## src/rtl/mul_share_ctrl_pkg.sv

```systemverilog
// Shared types and defaults for the multiplier-sharing controller.
// The state encoding is fixed so that debug probes read the same on every build.
package mul_share_pkg;

   localparam int NREQ_DEF    = 4;
   localparam int W_DEF       = 16;
   localparam int TIMEOUT_DEF = 1023;
   localparam int CNT_W       = 16;

   typedef enum logic [2:0] {
      IDLE   = 3'd0,
      CLR    = 3'd1,
      LAUNCH = 3'd2,
      WAIT   = 3'd3,
      RESP   = 3'd4
   } state_t;

   // Id width for n requesters; a single bit is kept even for n <= 2.
   function automatic int id_width(input int n);
      return (n <= 2) ? 1 : $clog2(n);
   endfunction

endpackage

```

## src/rtl/mul_share_ctrl_if.sv

```systemverilog
// Requester-side and core-side bundles of the multiplier-sharing controller.
// The master of each bundle is the side that drives the request/command.
interface mul_share_req_if #(
   parameter int NREQ = 4,
   parameter int W    = 16,
   parameter int IDW  = 2
);
   logic [NREQ-1:0]   req;
   logic [NREQ*W-1:0] req_a;
   logic [NREQ*W-1:0] req_b;
   logic [NREQ-1:0]   ack;
   logic [W-1:0]      res_y;
   logic [IDW-1:0]    res_id;
   logic              res_err;
   logic              busy;

   modport master (
      output req, req_a, req_b,
      input  ack, res_y, res_id, res_err, busy
   );

   modport slave (
      input  req, req_a, req_b,
      output ack, res_y, res_id, res_err, busy
   );
endinterface

interface mul_share_core_if #(
   parameter int W = 16
);
   logic         core_rst;
   logic         core_start;
   logic [W-1:0] core_a;
   logic [W-1:0] core_b;
   logic [W-1:0] core_y;
   logic         core_done;

   modport master (
      output core_rst, core_start, core_a, core_b,
      input  core_y, core_done
   );

   modport slave (
      input  core_rst, core_start, core_a, core_b,
      output core_y, core_done
   );
endinterface

```

## src/rtl/mul_share_ctrl_rr_picker.sv

```systemverilog
// Round-robin search: rotate req so index ptr sits at bit 0, take the lowest
// set bit, then map the offset back to an absolute requester id.
module rr_picker #(
   parameter int NREQ = 4,
   parameter int IDW  = 2
) (
   input  logic [NREQ-1:0] req,
   input  logic [IDW-1:0]  ptr,
   output logic            valid,
   output logic [IDW-1:0]  gid
);
   localparam logic [IDW:0] NREQ_X = (IDW+1)'(NREQ);

   logic [NREQ-1:0] rot;
   logic [IDW-1:0]  off;
   logic [IDW:0]    sum;

   genvar gi;
   generate
      for (gi = 0; gi < NREQ; gi++) begin : g_rot
         logic [IDW:0]   raw;
         logic [IDW-1:0] src;
         assign raw     = {1'b0, ptr} + (IDW+1)'(gi);
         assign src     = (raw >= NREQ_X) ? IDW'(raw - NREQ_X) : raw[IDW-1:0];
         assign rot[gi] = req[src];
      end
   endgenerate

   // Descending scan so the lowest set offset is the one left standing.
   always_comb begin
      off = '0;
      for (int i = NREQ - 1; i >= 0; i--) begin
         if (rot[i]) begin
            off = IDW'(i);
         end
      end
   end

   assign valid = |req;
   assign sum   = {1'b0, ptr} + {1'b0, off};
   assign gid   = (sum >= NREQ_X) ? IDW'(sum - NREQ_X) : sum[IDW-1:0];

endmodule

```

## src/rtl/mul_share_ctrl.sv

```systemverilog
// Shares one start/done arithmetic core among NREQ requesters: round-robin grant,
// clear pulse, start pulse, bounded wait for done, then a one-cycle tagged ack.
module mul_share_ctrl
   import mul_share_pkg::*;
#(
   parameter int NREQ    = NREQ_DEF,
   parameter int W       = W_DEF,
   parameter int TIMEOUT = TIMEOUT_DEF,
   parameter int IDW     = id_width(NREQ)
) (
   input  logic             clk,
   input  logic             rst,
   mul_share_req_if.slave   rq,
   mul_share_core_if.master cr
);
   localparam logic [CNT_W-1:0] CNT_LAST = CNT_W'(TIMEOUT - 1);
   localparam logic [IDW-1:0]   ID_LAST  = IDW'(NREQ - 1);

   state_t          state_reg;
   state_t          state_next;
   logic [IDW-1:0]  ptr_reg;
   logic [IDW-1:0]  gid_reg;
   logic [CNT_W-1:0] cnt_reg;
   logic [W-1:0]    a_reg;
   logic [W-1:0]    b_reg;
   logic [W-1:0]    res_y_reg;
   logic            res_err_reg;
   logic [IDW-1:0]  res_id_reg;
   logic [NREQ-1:0] ack_reg;

   logic            pick_valid;
   logic [IDW-1:0]  pick_gid;
   logic            grant;
   logic            done_hit;
   logic            timeout_hit;

   logic [W-1:0]    a_slice [NREQ];
   logic [W-1:0]    b_slice [NREQ];

   genvar gi;
   generate
      for (gi = 0; gi < NREQ; gi++) begin : g_slice
         assign a_slice[gi] = rq.req_a[gi*W +: W];
         assign b_slice[gi] = rq.req_b[gi*W +: W];
      end
   endgenerate

   rr_picker #(
      .NREQ (NREQ),
      .IDW  (IDW)
   ) u_pick (
      .req   (rq.req),
      .ptr   (ptr_reg),
      .valid (pick_valid),
      .gid   (pick_gid)
   );

   assign grant       = (state_reg == IDLE) && pick_valid;
   assign done_hit    = (state_reg == WAIT) && cr.core_done;
   // Done takes priority when it lands on the last counted cycle.
   assign timeout_hit = (state_reg == WAIT) && !cr.core_done && (cnt_reg == CNT_LAST);

   always_ff @(posedge clk or negedge rst) begin
      if (!rst) begin
         state_reg <= IDLE;
      end else begin
         state_reg <= state_next;
      end
   end

   always_comb begin
      state_next = state_reg;
      case (state_reg)
         IDLE:    if (pick_valid) state_next = CLR;
         CLR:     state_next = LAUNCH;
         LAUNCH:  state_next = WAIT;
         WAIT:    if (done_hit || timeout_hit) state_next = RESP;
         RESP:    state_next = IDLE;
         default: state_next = IDLE;
      endcase
   end

   always_comb begin
      rq.busy       = (state_reg != IDLE);
      cr.core_rst   = (state_reg == CLR);
      cr.core_start = (state_reg == LAUNCH);
   end

   always_ff @(posedge clk or negedge rst) begin
      if (!rst) begin
         ptr_reg     <= '0;
         gid_reg     <= '0;
         cnt_reg     <= '0;
         a_reg       <= '0;
         b_reg       <= '0;
         res_y_reg   <= '0;
         res_err_reg <= 1'b0;
         res_id_reg  <= '0;
         ack_reg     <= '0;
      end else begin
         ack_reg <= '0;
         if (grant) begin
            gid_reg <= pick_gid;
            ptr_reg <= (pick_gid == ID_LAST) ? '0 : pick_gid + 1'b1;
            a_reg   <= a_slice[pick_gid];
            b_reg   <= b_slice[pick_gid];
         end
         if (state_reg == LAUNCH) begin
            cnt_reg <= '0;
         end else if (state_reg == WAIT) begin
            cnt_reg <= cnt_reg + 1'b1;
         end
         if (done_hit || timeout_hit) begin
            ack_reg     <= NREQ'(1) << gid_reg;
            res_id_reg  <= gid_reg;
            res_y_reg   <= done_hit ? cr.core_y : '0;
            res_err_reg <= timeout_hit;
         end
      end
   end

   assign rq.ack     = ack_reg;
   assign rq.res_y   = res_y_reg;
   assign rq.res_id  = res_id_reg;
   assign rq.res_err = res_err_reg;
   assign cr.core_a  = a_reg;
   assign cr.core_b  = b_reg;

endmodule
```

## src/flat_wrapper.sv

```systemverilog
// flat-port wrapper written by rule: the top's interface ports become plain ports
module mul_share_ctrl_flat import mul_share_pkg::*;
#(
   parameter int NREQ    = NREQ_DEF,
   parameter int W       = W_DEF,
   parameter int TIMEOUT = TIMEOUT_DEF,
   parameter int IDW     = id_width(NREQ)
)
  (clk, rst, rq_req, rq_req_a, rq_req_b, rq_ack, rq_res_y, rq_res_id, rq_res_err, rq_busy, cr_core_rst, cr_core_start, cr_core_a, cr_core_b, cr_core_y, cr_core_done);
  mul_share_req_if #(.NREQ(NREQ), .W(W), .IDW(IDW)) rq_i ();
  mul_share_core_if #(.W(W)) cr_i ();
  input  logic clk;
  input  logic rst;
  input wire logic [$bits(rq_i.req)-1:0] rq_req;
  input wire logic [$bits(rq_i.req_a)-1:0] rq_req_a;
  input wire logic [$bits(rq_i.req_b)-1:0] rq_req_b;
  output wire logic [$bits(rq_i.ack)-1:0] rq_ack;
  output wire logic [$bits(rq_i.res_y)-1:0] rq_res_y;
  output wire logic [$bits(rq_i.res_id)-1:0] rq_res_id;
  output wire logic [$bits(rq_i.res_err)-1:0] rq_res_err;
  output wire logic [$bits(rq_i.busy)-1:0] rq_busy;
  output wire logic [$bits(cr_i.core_rst)-1:0] cr_core_rst;
  output wire logic [$bits(cr_i.core_start)-1:0] cr_core_start;
  output wire logic [$bits(cr_i.core_a)-1:0] cr_core_a;
  output wire logic [$bits(cr_i.core_b)-1:0] cr_core_b;
  input wire logic [$bits(cr_i.core_y)-1:0] cr_core_y;
  input wire logic [$bits(cr_i.core_done)-1:0] cr_core_done;
  assign rq_i.req = rq_req;
  assign rq_i.req_a = rq_req_a;
  assign rq_i.req_b = rq_req_b;
  assign rq_ack = rq_i.ack;
  assign rq_res_y = rq_i.res_y;
  assign rq_res_id = rq_i.res_id;
  assign rq_res_err = rq_i.res_err;
  assign rq_busy = rq_i.busy;
  assign cr_core_rst = cr_i.core_rst;
  assign cr_core_start = cr_i.core_start;
  assign cr_core_a = cr_i.core_a;
  assign cr_core_b = cr_i.core_b;
  assign cr_i.core_y = cr_core_y;
  assign cr_i.core_done = cr_core_done;
  mul_share_ctrl #(.NREQ(NREQ), .W(W), .TIMEOUT(TIMEOUT), .IDW(IDW)) u_core (.clk(clk), .rst(rst), .rq(rq_i), .cr(cr_i));
endmodule
```

## config.mk

```make
export PLATFORM = sky130hd
export DESIGN_NAME = mul_share_ctrl_flat
export DESIGN_NICKNAME = d
export VERILOG_FILES = /design/src/rtl/mul_share_ctrl_pkg.sv /design/src/rtl/mul_share_ctrl_if.sv /design/src/rtl/mul_share_ctrl_rr_picker.sv /design/src/rtl/mul_share_ctrl.sv /design/src/flat_wrapper.sv
export SDC_FILE = /design/constraint.sdc
export NUM_CORES = 1
export LEC_CHECK = 0
export BUFFER_PORTS_ARGS = -buffer_cell sky130_fd_sc_hd__buf_2
export CORE_MARGIN = 3
export CORE_UTILIZATION = 43
export DETAILED_ROUTE_END_ITERATION = 16
export PLACE_DENSITY = 0.78
export SLEW_MARGIN = 20
export SYNTH_ARGS = -nofsm -noshare
export SYNTH_HDL_FRONTEND = slang
export SYNTH_SLANG_ARGS = --single-unit
```

## constraint.sdc

```tcl
create_clock -name clk -period 2.3 [get_ports clk]
set_input_delay 0.115 -clock clk [delete_from_list [all_inputs] [get_ports clk]]
set_output_delay 0.115 -clock clk [all_outputs]
set_load 0.02 [all_outputs]
```

After elaboration in Yosys (flattened, before gate mapping)

Cells that the tools add are included.

Logic and storage cells: 82
Register bits after elaboration: 78
Output and inout port bits: 58
Input port bits: 151

Order comparisons: 10
Shift operators: 1
Bitwise gates (word level): 1
Equal/unequal tests: 7
Add/sub/neg operators: 11
Multiplexer cells: 31
Reduce and logical (&&, ||, !) cells: 11

Operators by type and width:

| kind                                                | number |
|---|---|
| two-way mux 16 bit                                  | 7 |
| binary-select mux 16 bit (select 2 bit)             | 2 |
| two-way mux 2 bit                                   | 10 |
| adder 16 x 1 -> 16 bit, second input constant       | 1 |
| == test 16 x 10 -> 1 bit, second input constant     | 1 |
| >= comparator 3 bit, second input constant          | 5 |
| < comparator 2 x 3 -> 1 bit, second input constant  | 4 |
| case mux 3 bit (4 select lines)                     | 1 |
| subtractor 2 x 1 -> 2 bit, second input constant    | 5 |
| binary-select mux 1 bit (select 2 bit)              | 4 |
| adder 2 x 2 -> 3 bit, second input constant         | 2 |
| == test 3 x 2 -> 1 bit, second input constant       | 2 |
| two-way mux 3 bit                                   | 2 |
| logical AND 1 bit                                   | 4 |
| two-way mux 1 bit                                   | 4 |
| two-way mux 4 bit                                   | 1 |
| OR reduction 4 bit                                  | 1 |
| left shift 1 x 2 -> 4 bit, first input constant     | 1 |
| adder 2 x 1 -> 3 bit, second input constant         | 1 |
| adder 2 x 2 -> 3 bit                                | 1 |
| == test 3 x 1 -> 1 bit, second input constant       | 1 |
| >= comparator 2 x 3 -> 1 bit, second input constant | 1 |
| logical NOT 3 bit                                   | 1 |
| NOT 2 -> 3 bit                                      | 1 |
| 9 further kinds                                     | 9 |

Logic depth before layout (Yosys ltp)

Gate-level depths: netlist of run 1.

Word-level depth: 16
Gate-level depth with buffers: 12
Gate-level depth less buffers: 10

Modules after synthesis

Synthesis of run 1 repeated with hierarchy kept, for this count alone.

Cell total of the unflattened synthesis: 305
Area total of the unflattened synthesis: 4,199.0 um^2

By module, submodules not included:

| module         | area each (um^2) | times used | cells an instance | sequential area each (um^2) |
|---|---|---|---|---|
| mul_share_ctrl | 4,017.6          | 1          | 278               | 1,951.9 |
| rr_picker      | 181.4            | 1          | 27                | 0.0 |

Worst setup path after synthesis of run 1

OpenSTA, ideal clock, no wires.

Path kind: reg2reg
Start point: reg u_core.ptr_reg[1]
End point: reg u_core.a_reg[4], in the netlist u_core.cr.core_a[4]
Library setup time: 0.095 ns
Data required time: 2.205 ns
Arrival time: 2.380 ns
Buffers on the path: 4
Period minus slack after synthesis: 2.475 ns
Slack: -0.175 ns
Cell stages (with the launch flop): 13
Cell sequence: dfrtp_1 -> buf_4 -> nand2_1 -> a21oi_1 -> nor2_1 -> a211oi_1 -> a21oi_1 -> ha_1 -> clkbuf_1 -> clkbuf_1 -> buf_2 -> a221oi_1 -> o31ai_1

Word-level cells in the longest chain between the ends: 16
Elaborated cells on any way between the ends: 35
Those cells by class: add/sub (9); order compare (5); mux (20); bitwise (1)

Ends and longest elaborated chain:

| element                                                          | RTL line                       | RTL |
|---|---|---|
| from (decl)                                                      | mul_share_ctrl.sv:21           | `logic [IDW-1:0] ptr_reg;` |
| from (signal assigned)                                           | mul_share_ctrl.sv:104          | `ptr_reg <= (pick_gid == ID_LAST) ? '0 : pick_gid + 1'b1;` |
| adder 2 x 2 -> 3 bit                                             | mul_share_ctrl_rr_picker.sv:23 | `assign raw = {1'b0, ptr} + (IDW+1)'(gi);` |
| >= comparator 3 bit or subtractor 2 x 1 -> 2 bit (tied branches) | mul_share_ctrl_rr_picker.sv:24 | `assign src = (raw >= NREQ_X) ? IDW'(raw - NREQ_X) : raw[IDW-1:0];` |
| two-way mux 2 bit                                                | mul_share_ctrl_rr_picker.sv:24 |  |
| binary-select mux 1 bit (select 2 bit)                           | mul_share_ctrl_rr_picker.sv:25 | `assign rot[gi] = req[src];` |
| two-way mux 1 bit (implied by the code)                          | mul_share_ctrl_rr_picker.sv:25 |  |
| two-way mux 2 bit (4 in series)                                  | mul_share_ctrl_rr_picker.sv:33 | `if (rot[i]) begin` |
| adder 2 x 2 -> 3 bit *                                           | mul_share_ctrl_rr_picker.sv:40 | `assign sum = {1'b0, ptr} + {1'b0, off};` |
| >= comparator 3 bit or subtractor 2 x 1 -> 2 bit (tied branches) | mul_share_ctrl_rr_picker.sv:41 | `assign gid = (sum >= NREQ_X) ? IDW'(sum - NREQ_X) : sum[IDW-1:0];` |
| two-way mux 2 bit *                                              | mul_share_ctrl_rr_picker.sv:41 |  |
| via u_core.pick_gid[0]                                           | mul_share_ctrl.sv:32           | `logic [IDW-1:0] pick_gid;` |
| NOT 2 -> 3 bit (implied by the code) *                           | mul_share_ctrl.sv:105          | `a_reg <= a_slice[pick_gid];` |
| binary-select mux 16 bit (select 2 bit) *                        | mul_share_ctrl.sv:105          |  |
| two-way mux 16 bit (implied by the code) * (2 in series)         | mul_share_ctrl.sv:105          |  |
| to (signal assigned)                                             | mul_share_ctrl.sv:105          |  |
| to (decl)                                                        | mul_share_ctrl.sv:24           | `logic [W-1:0] a_reg;` |

The timed path passes the listed nets; every way through them passes the cells marked *. The select of a mux whose other input is x is not followed.
A chain may end at the register's enable or synchronous reset.

Final worst setup path of run 1

Start point: reg u_core.ptr_reg[1]
End point: reg u_core.b_reg[1], in the netlist u_core.cr.core_b[1]

Word-level cells in the longest chain between the ends: 16
Elaborated cells on any way between the ends: 35
Those cells by class: add/sub (9); order compare (5); mux (20); bitwise (1)

Ends and longest elaborated chain:

| element                                                          | RTL line                       | RTL |
|---|---|---|
| adder 2 x 2 -> 3 bit                                             | mul_share_ctrl_rr_picker.sv:23 |  |
| >= comparator 3 bit or subtractor 2 x 1 -> 2 bit (tied branches) | mul_share_ctrl_rr_picker.sv:24 |  |
| two-way mux 2 bit                                                | mul_share_ctrl_rr_picker.sv:24 |  |
| binary-select mux 1 bit (select 2 bit)                           | mul_share_ctrl_rr_picker.sv:25 |  |
| two-way mux 1 bit (implied by the code)                          | mul_share_ctrl_rr_picker.sv:25 |  |
| two-way mux 2 bit (4 in series)                                  | mul_share_ctrl_rr_picker.sv:33 |  |
| adder 2 x 2 -> 3 bit *                                           | mul_share_ctrl_rr_picker.sv:40 |  |
| >= comparator 3 bit or subtractor 2 x 1 -> 2 bit (tied branches) | mul_share_ctrl_rr_picker.sv:41 |  |
| two-way mux 2 bit *                                              | mul_share_ctrl_rr_picker.sv:41 |  |
| NOT 2 -> 3 bit (implied by the code) *                           | mul_share_ctrl.sv:106          | `b_reg <= b_slice[pick_gid];` |
| binary-select mux 16 bit (select 2 bit) *                        | mul_share_ctrl.sv:106          |  |
| two-way mux 16 bit (implied by the code) * (2 in series)         | mul_share_ctrl.sv:106          |  |
| to (signal assigned)                                             | mul_share_ctrl.sv:106          |  |
| to (decl)                                                        | mul_share_ctrl.sv:25           | `logic [W-1:0] b_reg;` |

Every way passes the cells marked *; elsewhere a longest branch is shown, timed or not. The select of a mux whose other input is x is not followed.

==> impl_metrics.csv, run 1 <==
group,metric,value,unit
power,p_leak,3.11,nW
timing,fin_crit,2.47,ns
finish,num-fill-cells,717,
timing,skew,0.0128,ns
critical_path,cp-end-kind,"flip-flop",
finish,regArea,1950,µm²
timing,fin_crit_sh,1.07,
logic_synthesis,ys_seq_area_frac,0.438,
logic_synthesis,avgSynthCellArea,9.71,µm²
routing,vias,4757,
critical_path,worstSetupPathType,"flip-flop to flip-flop",
clock_network,cts.reportedPaths.clkPinSlew,0.10,ns
logic_synthesis,netlist_instances,459,
timing,fmaxAchievable,405,MHz
global_route,grt_pass1_vias,4472,
timing,finalMaxSlewViolations,0,
timing,hold_viol,0,
critical_path,r2r_start,"u_core.ptr_reg[1]",
timing,whs,0.0242,ns
global_route,grt_overflow,0,
critical_path,cp_max_fo,17,
logic_synthesis,yosysMostFrequentCell,"dfrtp_1",
critical_path,arrival,2.69,ns
logic_synthesis,syn_nets,613,
routing,firstDrtPassIters,7,
logic_synthesis,synthTopCellsByArea,"dfrtp_1 (44%), nor2b_1 (9.1%), a2111oi_0 (6.3%), a221oi_1 (6.3%), o31ai_1 (5.7%)",
finish,area_growth,54.4,%
timing,setup_tns,-2.31,ns
global_route,track_usage,0.236,
hold_path,hp-class,"input pin to flip-flop",
timing,tightest_slew,0.638,ns
floorplan,initial_core_util,0.450,
logic_synthesis,synth_top_area_share,0.438,
hold_path,hp-start,"cr_core_done",
routing,wl_per_cell,18.8,µm
global_route,grt_pass1_wl,21600,µm
logic_synthesis,synth_common_cells,"dfrtp_1 (78), nor2b_1 (65), nand2_1 (48)",
routing,drtAntennaViolNets,0,
power,power_density,1650,nW/µm²
routing,drtIter0Drc,302,
floorplan,row_count,36,
logic_synthesis,ys_ff_latch,78,
critical_path,reg2regPathDepth,12,
timing,timing.slew.headroom,0.574,
timing,worst_slack,-0.169,ns
logic_synthesis,ys_types,48,
logic_synthesis,synth_edf_count,0,
logic_synthesis,yosysWarningCount,0,
floorplan,fp.dieArea,11600,µm²
floorplan,die_h,108,µm
placed_design,dp_hpwl,9930,µm
clock_network,cts_tree,"done",
floorplan,core_area,9910,µm²
finish,drive_gt1_frac,0.464,
run_status,outcome,"finished with violations",
floorplan,ioPinCount,209,
global_route,grt_start_max_net_pins,67,
critical_path,worstSetupStartpoint,"u_core.ptr_reg[1]",
logic_synthesis,async_reset_ff_frac,1.00,
floorplan,dieWidth,108,µm
power,peakVddDrop,0.00120,V
logic_synthesis,syn-cell-area,4460,µm²
finish,diodes,0,
finish,finalNetCount,848,
logic_synthesis,synth_ff_type,"dfrtp_1",
clock_network,cts_root_buf,"clkbuf_8",
clock_network,cts_buffers,9,
timing,setup_violations,33,
routing,routed_via_density,5.72,
clock_network,ctsLongestPathBuffers,2,
placed_design,gp_congestion,0.834,
clock_network,clock-sinks,78,
routing,drt-total-wl,15600,µm
clock_network,htree_levels,3,
logic_synthesis,synth_top_area_cell,"dfrtp_1",
placed_design,portBuffers,208,
global_route,grt_antenna_before_repair,0,
routing,route.detailed.drc,0,
critical_path,critical_path_required,2.52,ns
run_status,violations,"setup timing",
run,max_cap_violations,0,
critical_path,worst_setup_path_start_kind,"flip-flop",
clock_network,clk_latency,0.36,ns
timing,grt_setup_unrepaired,"yes",
hold_path,hold_depth,2,
finish,multi_input_area,2870,µm²
layer usage:
metal  routed length [µm]  global-route usage  up-vias
met5                    0                   0        -
met2                 7970               0.429      240
li1                     -                   -     2197
met1                 6020               0.272     2278
met4                  428              0.0784        0
met3                 1230              0.0546       42
report_power, final:
| part | switching (W) | internal (W) |
|---|---|---|
| Sequential | 0.000358 | 0.00190 |
| Combinational | 0.00457 | 0.00354 |
| Clock | 0.000590 | 0.000412 |
cells by family after synthesis:
logic type | synth area share
flip-flops | 0.438
XOR/XNOR | 0.0275
buffers and inverters | 0.0559
AND/OR/NAND/NOR | 0.205
adder cells (fa/ha/maj) | 0.00843
multiplexers | 0.0135
AO/OA/AOI/OAI | 0.252
through the flow:
step                      std cells  total power (W)  cell area (µm²)  utilization  setup slack, ns
after floorplan                 459          0.00614             4470            -          0.00891
after detailed placement        788          0.00793             5770        0.582           -0.245
after global placement          788          0.00774             5770        0.582           -0.241
final                           832           0.0114             6880        0.694           -0.169
after CTS                       820          0.00963             6300        0.636          -0.0260
after global routing            832           0.0121             6880        0.694           -0.253
layout by cell type (no fill, tap or decap), types with 8 or more instances in the layout:
cell type,Yosys,final
buf_2,13,207
dfrtp_1,78,78
nor2b_1,65,65
nand2_1,48,47
o31ai_1,34,34
buf_4,5,25
a221oi_1,32,24
a2111oi_4,0,23
nor2_1,22,21
dlygate4sd3_1,0,17
a22o_1,16,16
nor3_1,11,11
xor2_1,11,10
a2111oi_2,0,9
clkbuf_8,1,9
a221oi_2,0,8
buf_12,0,8
worst max-delay path: stages (launching register included):
cell	delay (ns)
dfrtp_1	0.42
nand2_1	0.08
a21oi_1	0.14
nor2_1	0.07
a211oi_2	0.18
a21oi_2	0.07
ha_4	0.19
buf_12	0.12
xnor2_4	0.21
nor3_4	0.08
clkbuf_16	0.22
a2111oi_2	0.44
o31ai_1	0.11
final cells by class:
class,instances,area share
inverters,7,0.00382
clock buffers,9,0.0180
multi-input cells,334,0.417
flip-flops and latches,78,0.284
clock inverters,7,0.00946
well taps,133,0.0242
repair buffers,264,0.244
timing repair:
item / 4_1_cts / 5_1_grt
endpoints found under the hold margin: 61 / 1
hold buffers: 16 / 1
pin swaps: 2 / 8
setup endpoints to repair: 32 / 34
resized for setup: 58 / 56
setup buffers: 0 / 7
cloned: 0 / 4
worst paths after layout:
path                                       end  slack, ns
max                        u_core.cr.core_b[1]      -0.17
min                        u_core.state_reg[0]       0.02
max reg2reg                u_core.cr.core_b[1]      -0.17
min reg2reg                   u_core.rq.ack[0]       0.48
max in group asynchronous  u_core.rq.res_id[0]       1.38
min in group asynchronous   u_core.cnt_reg[10]       0.31
Note: power is estimated with default switching activity, not from simulation.
==> inputs of run 2 (changes only) <==
SKIP_LAST_GASP = 1   (was default)
==> impl_metrics.csv, run 2 (synthesized netlist as in run 1, its figures left out) <==
group,metric,value,unit
power,peakVddDrop,0.00111,V
clock_network,clock-sinks,78,
routing,firstDrtPassIters,4,
critical_path,worstSetupStartpoint,"u_core.ptr_reg[1]",
finish,drive_gt1_frac,0.452,
critical_path,r2r_start,"u_core.ptr_reg[1]",
routing,drtAntennaViolNets,0,
global_route,met3_usage,0.0546,
run_status,outcome,"finished with violations",
routing,wl_per_cell,18.0,µm
routing,routed_via_density,5.58,
timing,fin_crit,2.41,ns
floorplan,row_count,36,
critical_path,reg2reg_setup_slack,-0.11,ns
routing,route.detailed.drc,0,
clock_network,cts_buffers,9,
placed_design,portBuffers,208,
global_route,grt_start_max_net_pins,67,
critical_path,cp_max_fo,8,
clock_network,htree_levels,3,
floorplan,initial_core_util,0.450,
critical_path,critical_path_required,2.51,ns
global_route,grt_antenna_before_repair,0,
clock_network,cts.reportedPaths.clkPinSlew,0.09,ns
timing,setup_violations,22,
floorplan,fp.dieArea,11600,µm²
timing,skew,0.0124,ns
clock_network,cts_tree,"done",
global_route,grt_overflow,0,
timing,tightest_slew,0.635,ns
placed_design,gp_congestion,0.834,
critical_path,worstSetupPathType,"flip-flop to flip-flop",
global_route,top_usage_layer,"met2",
run_status,violations,"setup timing",
global_route,use_met1,0.272,
finish,final_cell_area,6620,µm²
finish,diodes,0,
routing,drt-total-wl,14900,µm
global_route,track_usage,0.236,
floorplan,dieWidth,108,µm
floorplan,ioPinCount,209,
floorplan,core_area,9910,µm²
global_route,grt_pass1_vias,4469,
critical_path,arrival,2.61,ns
run,max_cap_violations,0,
critical_path,cp-end-kind,"flip-flop",
timing,whs,0.0327,ns
finish,finalNetCount,843,
placed_design,dpl-instance-area,5770,µm²
timing,worst_slack,-0.106,ns
floorplan,die_h,108,µm
power,p_leak,3.05,nW
finish,area_growth,48.6,%
timing,fmaxAchievable,416,MHz
timing,finalMaxSlewViolations,0,
global_route,grtUsageMet2,0.428,
routing,vias,4618,
clock_network,cts_root_buf,"clkbuf_8",
placed_design,dp_hpwl,9930,µm
global_route,grt_pass1_wl,21600,µm
timing,hold_viol,0,
finish,layout_common_cells,"buf_2 (207), dfrtp_1 (78), nor2b_1 (65)",
timing,fin_crit_sh,1.05,
critical_path,worst_setup_path_start_kind,"flip-flop",
power,power_density,1600,nW/µm²
finish,final_common_cell,"buf_2",
timing,timing.slew.headroom,0.577,
clock_network,ctsLongestPathBuffers,2,
hold_path,hp-start,"cr_core_done",
hold_path,hp-class,"input pin to flip-flop",
timing,grt_setup_unrepaired,"yes",
routing,drtIter0Drc,291,
clock_network,clk_latency,0.35,ns
## run 2: repair_timing
item / in CTS / in global routing
pin swaps: 1 / 1
endpoints found under the hold margin: 61 / 1
gates cloned: 0 / 2
setup endpoints to repair: 32 / 34
resized for setup: 57 / 37
setup buffers: 0 / 4
hold buffers: 16 / 1
## run 2: path summary, 6_finish.rpt
check                                             to  cells past startpoint
worst max-delay path            u_core.cr.core_a[11]                     13
worst min-delay path             u_core.state_reg[0]                      2
worst max register to register  u_core.cr.core_a[11]                     13
worst min register to register      u_core.rq.ack[0]                      1
max in group asynchronous        u_core.rq.res_id[0]                      3
min in group asynchronous         u_core.cnt_reg[10]                      2
## run 2: area by class of cell
cell class / count / area, µm²
Clock buffer: 9 / 124
Timing Repair Buffer: 259 / 1600
Inverter: 7 / 26.3
Multi-Input combinational cell: 334 / 2690
Tap cell: 133 / 166
Clock inverter: 7 / 65.1
Fill cell: 771 / 3290
Sequential cell: 78 / 1950
## run 2: worst max-delay path, cell delays in order (launching register included)
cell and delay (ns):
dfrtp_1 0.41, nand2_1 0.07, a21oi_1 0.14, nor2_1 0.07, a211oi_2 0.23, a21oi_2 0.07
ha_4 0.19, xor2_2 0.14, buf_4 0.14, a21oi_4 0.05, buf_4 0.17, buf_12 0.14
a2111oi_2 0.32, o31ai_1 0.13
## run 2: metal layers
layer,share of wire,vias to the layer above,wire (µm)
met1,0.39,2200,5740
met4,0.022,0,330
met2,0.51,203,7600
met3,0.080,25,1190
met5,0,-,0
li1,-,2190,-
## run 2: stage by stage
step | utilization | power, W | setup TNS [ns] | std cells | worst slack (ns)
after floorplan | - | 0.00614 | 0 | 459 | 0.00891
after global placement | 0.582 | 0.00774 | -0.868 | 788 | -0.241
after detailed placement | 0.582 | 0.00793 | -3.21 | 788 | -0.245
after CTS | 0.635 | 0.00962 | -0.410 | 820 | -0.0332
after global routing | 0.668 | 0.0113 | -5.28 | 827 | -0.217
final | 0.668 | 0.0106 | -0.812 | 827 | -0.106
## run 2: power by group
part / internal, W / switching (W)
registers: 0.00190 / 0.000353
clock network: 0.000412 / 0.000584
logic: 0.00316 / 0.00419
total: 0.00548 / 0.00512
==> inputs of run 3 (changes only) <==
ABC_AREA = 1   (was default)
PLACE_DENSITY = 0.77   (was 0.78)
==> impl_metrics.csv, run 3 <==
group,metric,value,unit
global_route,grt_pass1_wl,21000,µm
routing,drtIter0Drc,294,
finish,final_core_util,0.671,
placed_design,dp_hpwl,10300,µm
logic_synthesis,ys_seq_area_frac,0.428,
clock_network,htree_levels,3,
floorplan,fp.dieArea,11900,µm²
timing,finalMaxSlewViolations,0,
logic_synthesis,synth_common_cells,"nand2_1 (195), nand3_1 (90), dfrtp_1 (78)",
power,combPwrFrac,0.747,
finish,layout_common_cells,"buf_2 (207), nand2_1 (182), nand3_1 (87)",
clock_network,cts_tree,"done",
logic_synthesis,syn_nets,736,
logic_synthesis,synth_top_area_share,0.428,
power,internal_power,0.00687,W
logic_synthesis,yosysMostFrequentCell,"nand2_1",
critical_path,worstSetupPathType,"flip-flop to flip-flop",
logic_synthesis,syn-cell-area,4560,µm²
critical_path,reg2regPathDepth,13,
routing,routed_via_density,5.13,
clock_network,ctsLongestPathBuffers,2,
timing,grt_setup_unrepaired,"yes",
power,peakVddDrop,0.00153,V
clock_network,clk_latency,0.35,ns
logic_synthesis,synth_top_area_cell,"dfrtp_1",
global_route,grt_start_max_net_pins,79,
floorplan,die_h,109,µm
power,power_density,1880,nW/µm²
timing,skew,0.0108,ns
floorplan,initial_core_util,0.454,
logic_synthesis,synthTopCellsByArea,"dfrtp_1 (43%), nand2_1 (16%), mux2i_1 (14%), nand3_1 (9.9%), inv_1 (3.0%)",
timing,setup_violations,28,
critical_path,worstSetupStartpoint,"u_core.ptr_reg[0]",
logic_synthesis,synth_edf_count,0,
logic_synthesis,async_reset_ff_frac,1.00,
logic_synthesis,avgSynthCellArea,7.84,µm²
timing,fin_crit,2.36,ns
logic_synthesis,netlist_instances,582,
timing,setup_tns,-0.732,ns
hold_path,hp-class,"input pin to flip-flop",
floorplan,row_count,36,
finish,diodes,0,
routing,drtAntennaViolNets,0,
routing,vias,4962,
finish,drive_gt1_frac,0.365,
run_status,outcome,"finished with violations",
placed_design,gp_congestion,0.932,
power,seqPwrFrac,0.178,
finish,final_common_cell,"buf_2",
clock_network,cts_buffers,9,
floorplan,ioPinCount,209,
timing,tightest_slew,0.973,ns
timing,fmaxAchievable,424,MHz
power,p_leak,3.75,nW
critical_path,cp_max_fo,8,
timing,timing.slew.headroom,0.351,
finish,num-fill-cells,803,
timing,fin_crit_sh,1.02,
clock_network,clock-sinks,78,
routing,drt-total-wl,14500,µm
power,swShare,0.459,
global_route,track_usage,0.221,
routing,route.detailed.drc,0,
floorplan,dieWidth,109,µm
timing,hold_viol,0,
logic_synthesis,synth_ff_type,"dfrtp_1",
floorplan,core_area,10000,µm²
global_route,grt_antenna_before_repair,0,
placed_design,portBuffers,208,
finish,finalNetCount,983,
run_status,violations,"setup timing",
clock_network,cts.reportedPaths.clkPinSlew,0.09,ns
critical_path,endpoint,"u_core.cr.core_a[1]",
clock_network,cts_root_buf,"clkbuf_8",
critical_path,critical_path_required,2.54,ns
finish,area_growth,47.7,%
routing,wl_per_cell,15.0,µm
run,max_cap_violations,0,
critical_path,cp-end-kind,"flip-flop",
critical_path,worst_setup_path_start_kind,"flip-flop",
timing,worst_slack,-0.0569,ns
routing,firstDrtPassIters,5,
logic_synthesis,ys_ff_latch,78,
global_route,grt_pass1_vias,4638,
critical_path,arrival,2.60,ns
global_route,grt_overflow,0,
power,power_frac_clock,0.075,
critical_path,r2r_start,"u_core.ptr_reg[0]",
logic_synthesis,yosysWarningCount,0,
critical_path,reg2reg_setup_slack,-0.06,ns
hold_path,hp-start,"rq_req_b[36]",
critical_path,r2r_end,"u_core.cr.core_a[1]",
logic_synthesis,ys_types,30,
power,p_sw,0.00582,W
run 3: cell count changes in the layout (fill, tap and decap cells not counted), moves of 7 or more:
cell	before	now
nand2_1	47	182
nand3_1	6	87
nor2b_1	65	0
mux2i_1	0	57
o31ai_1	34	0
inv_1	6	36
a221oi_1	28	0
a2111oi_2	20	0
a22o_1	16	0
a2111oi_4	11	0
nand2_2	1	12
xor2_1	10	1
o21ai_0	4	11
run 3: metrics by stage:
| step | power (W) | hold WS (ns) | cells | worst slack [ns] | cell area, µm² |
|---|---|---|---|---|---|
| after detailed placement | 0.00949 | 0.330 | 916 | -0.103 | 5860 |
| after floorplan | 0.00734 | -0.181 | 582 | -0.0217 | 4570 |
| after global placement | 0.00926 | 0.323 | 916 | -0.00560 | 5860 |
| after CTS | 0.0105 | 0.0833 | 950 | -0.0291 | 6220 |
| after global routing | 0.0136 | 0.101 | 967 | -0.147 | 6740 |
| final | 0.0127 | 0.0906 | 967 | -0.0569 | 6740 |
run 3: logic make-up after synthesis:
| kind of cell | after synthesis | synth area share |
|---|---|---|
| compound gates | 28 | 0.0332 |
| flops | 78 | 0.428 |
| simple gates | 338 | 0.320 |
| mux | 64 | 0.140 |
| xor+xnor | 2 | 0.00384 |
| buf+inv | 69 | 0.0664 |
| fa+ha+maj | 3 | 0.00823 |
run 3: metal layers:
| layer | global-route usage | up-vias | routed length [µm] |
|---|---|---|---|
| li1 | - | 2417 | - |
| met1 | 0.277 | 2279 | 5910 |
| met2 | 0.381 | 242 | 7390 |
| met3 | 0.0409 | 24 | 984 |
| met4 | 0.0794 | 0 | 242 |
| met5 | 0 | - | 0 |
run 3: worst min path at each step:
stage                     slack, ns                  end  depth (start not counted)
after detailed placement       0.33   u_core.rq.res_y[4]                          3
after global placement         0.32   u_core.rq.res_y[3]                          3
after CTS                      0.08  u_core.cr.core_a[4]                          5
after global routing           0.10  u_core.cr.core_b[8]                          5
final                          0.09  u_core.cr.core_b[4]                          5
after floorplan               -0.18    u_core.cnt_reg[0]                          0
run 3: critical path, stage by stage, from the launching register on:
cell and delay, ns:
dfrtp_2 0.45, buf_6 0.15, nand2_1 0.09, nand2_1 0.11, nand2_2 0.10, a31oi_4 0.20
nor2_4 0.06, ha_4 0.30, buf_8 0.17, clkbuf_16 0.17, mux2i_1 0.18, nand3_1 0.09
nand3_1 0.09, nand2_1 0.07
run 3: cell type report:
type                    instances  area [µm²]  share of cell area
multi-input cells             435        2510               0.372
flip-flops and latches         78        1950               0.290
repair buffers                264        1770               0.263
well taps                     133         166              0.0247
inverters                      41         156              0.0232
clock buffers                   9         124              0.0184
clock inverters                 7        57.6             0.00854
run 3: timing repair:
item                                    CTS  global route
gates resized for setup                   4            58
hold endpoints to repair                 94             0
pin swaps                                 0            20
setup buffers                             1             9
hold buffers                             17             0
endpoints found under the setup margin   33            35
gates cloned                              0             8
run 3: power groups by stage:
stage	Clock [W]	Combinational, W	Sequential [W]
floorplan	0	0.00459	0.00275
global placement	0	0.00701	0.00225
detailed placement	0	0.00723	0.00226
CTS	0.000965	0.00730	0.00225
global route	0.00105	0.0102	0.00232
finish	0.000949	0.00948	0.00226
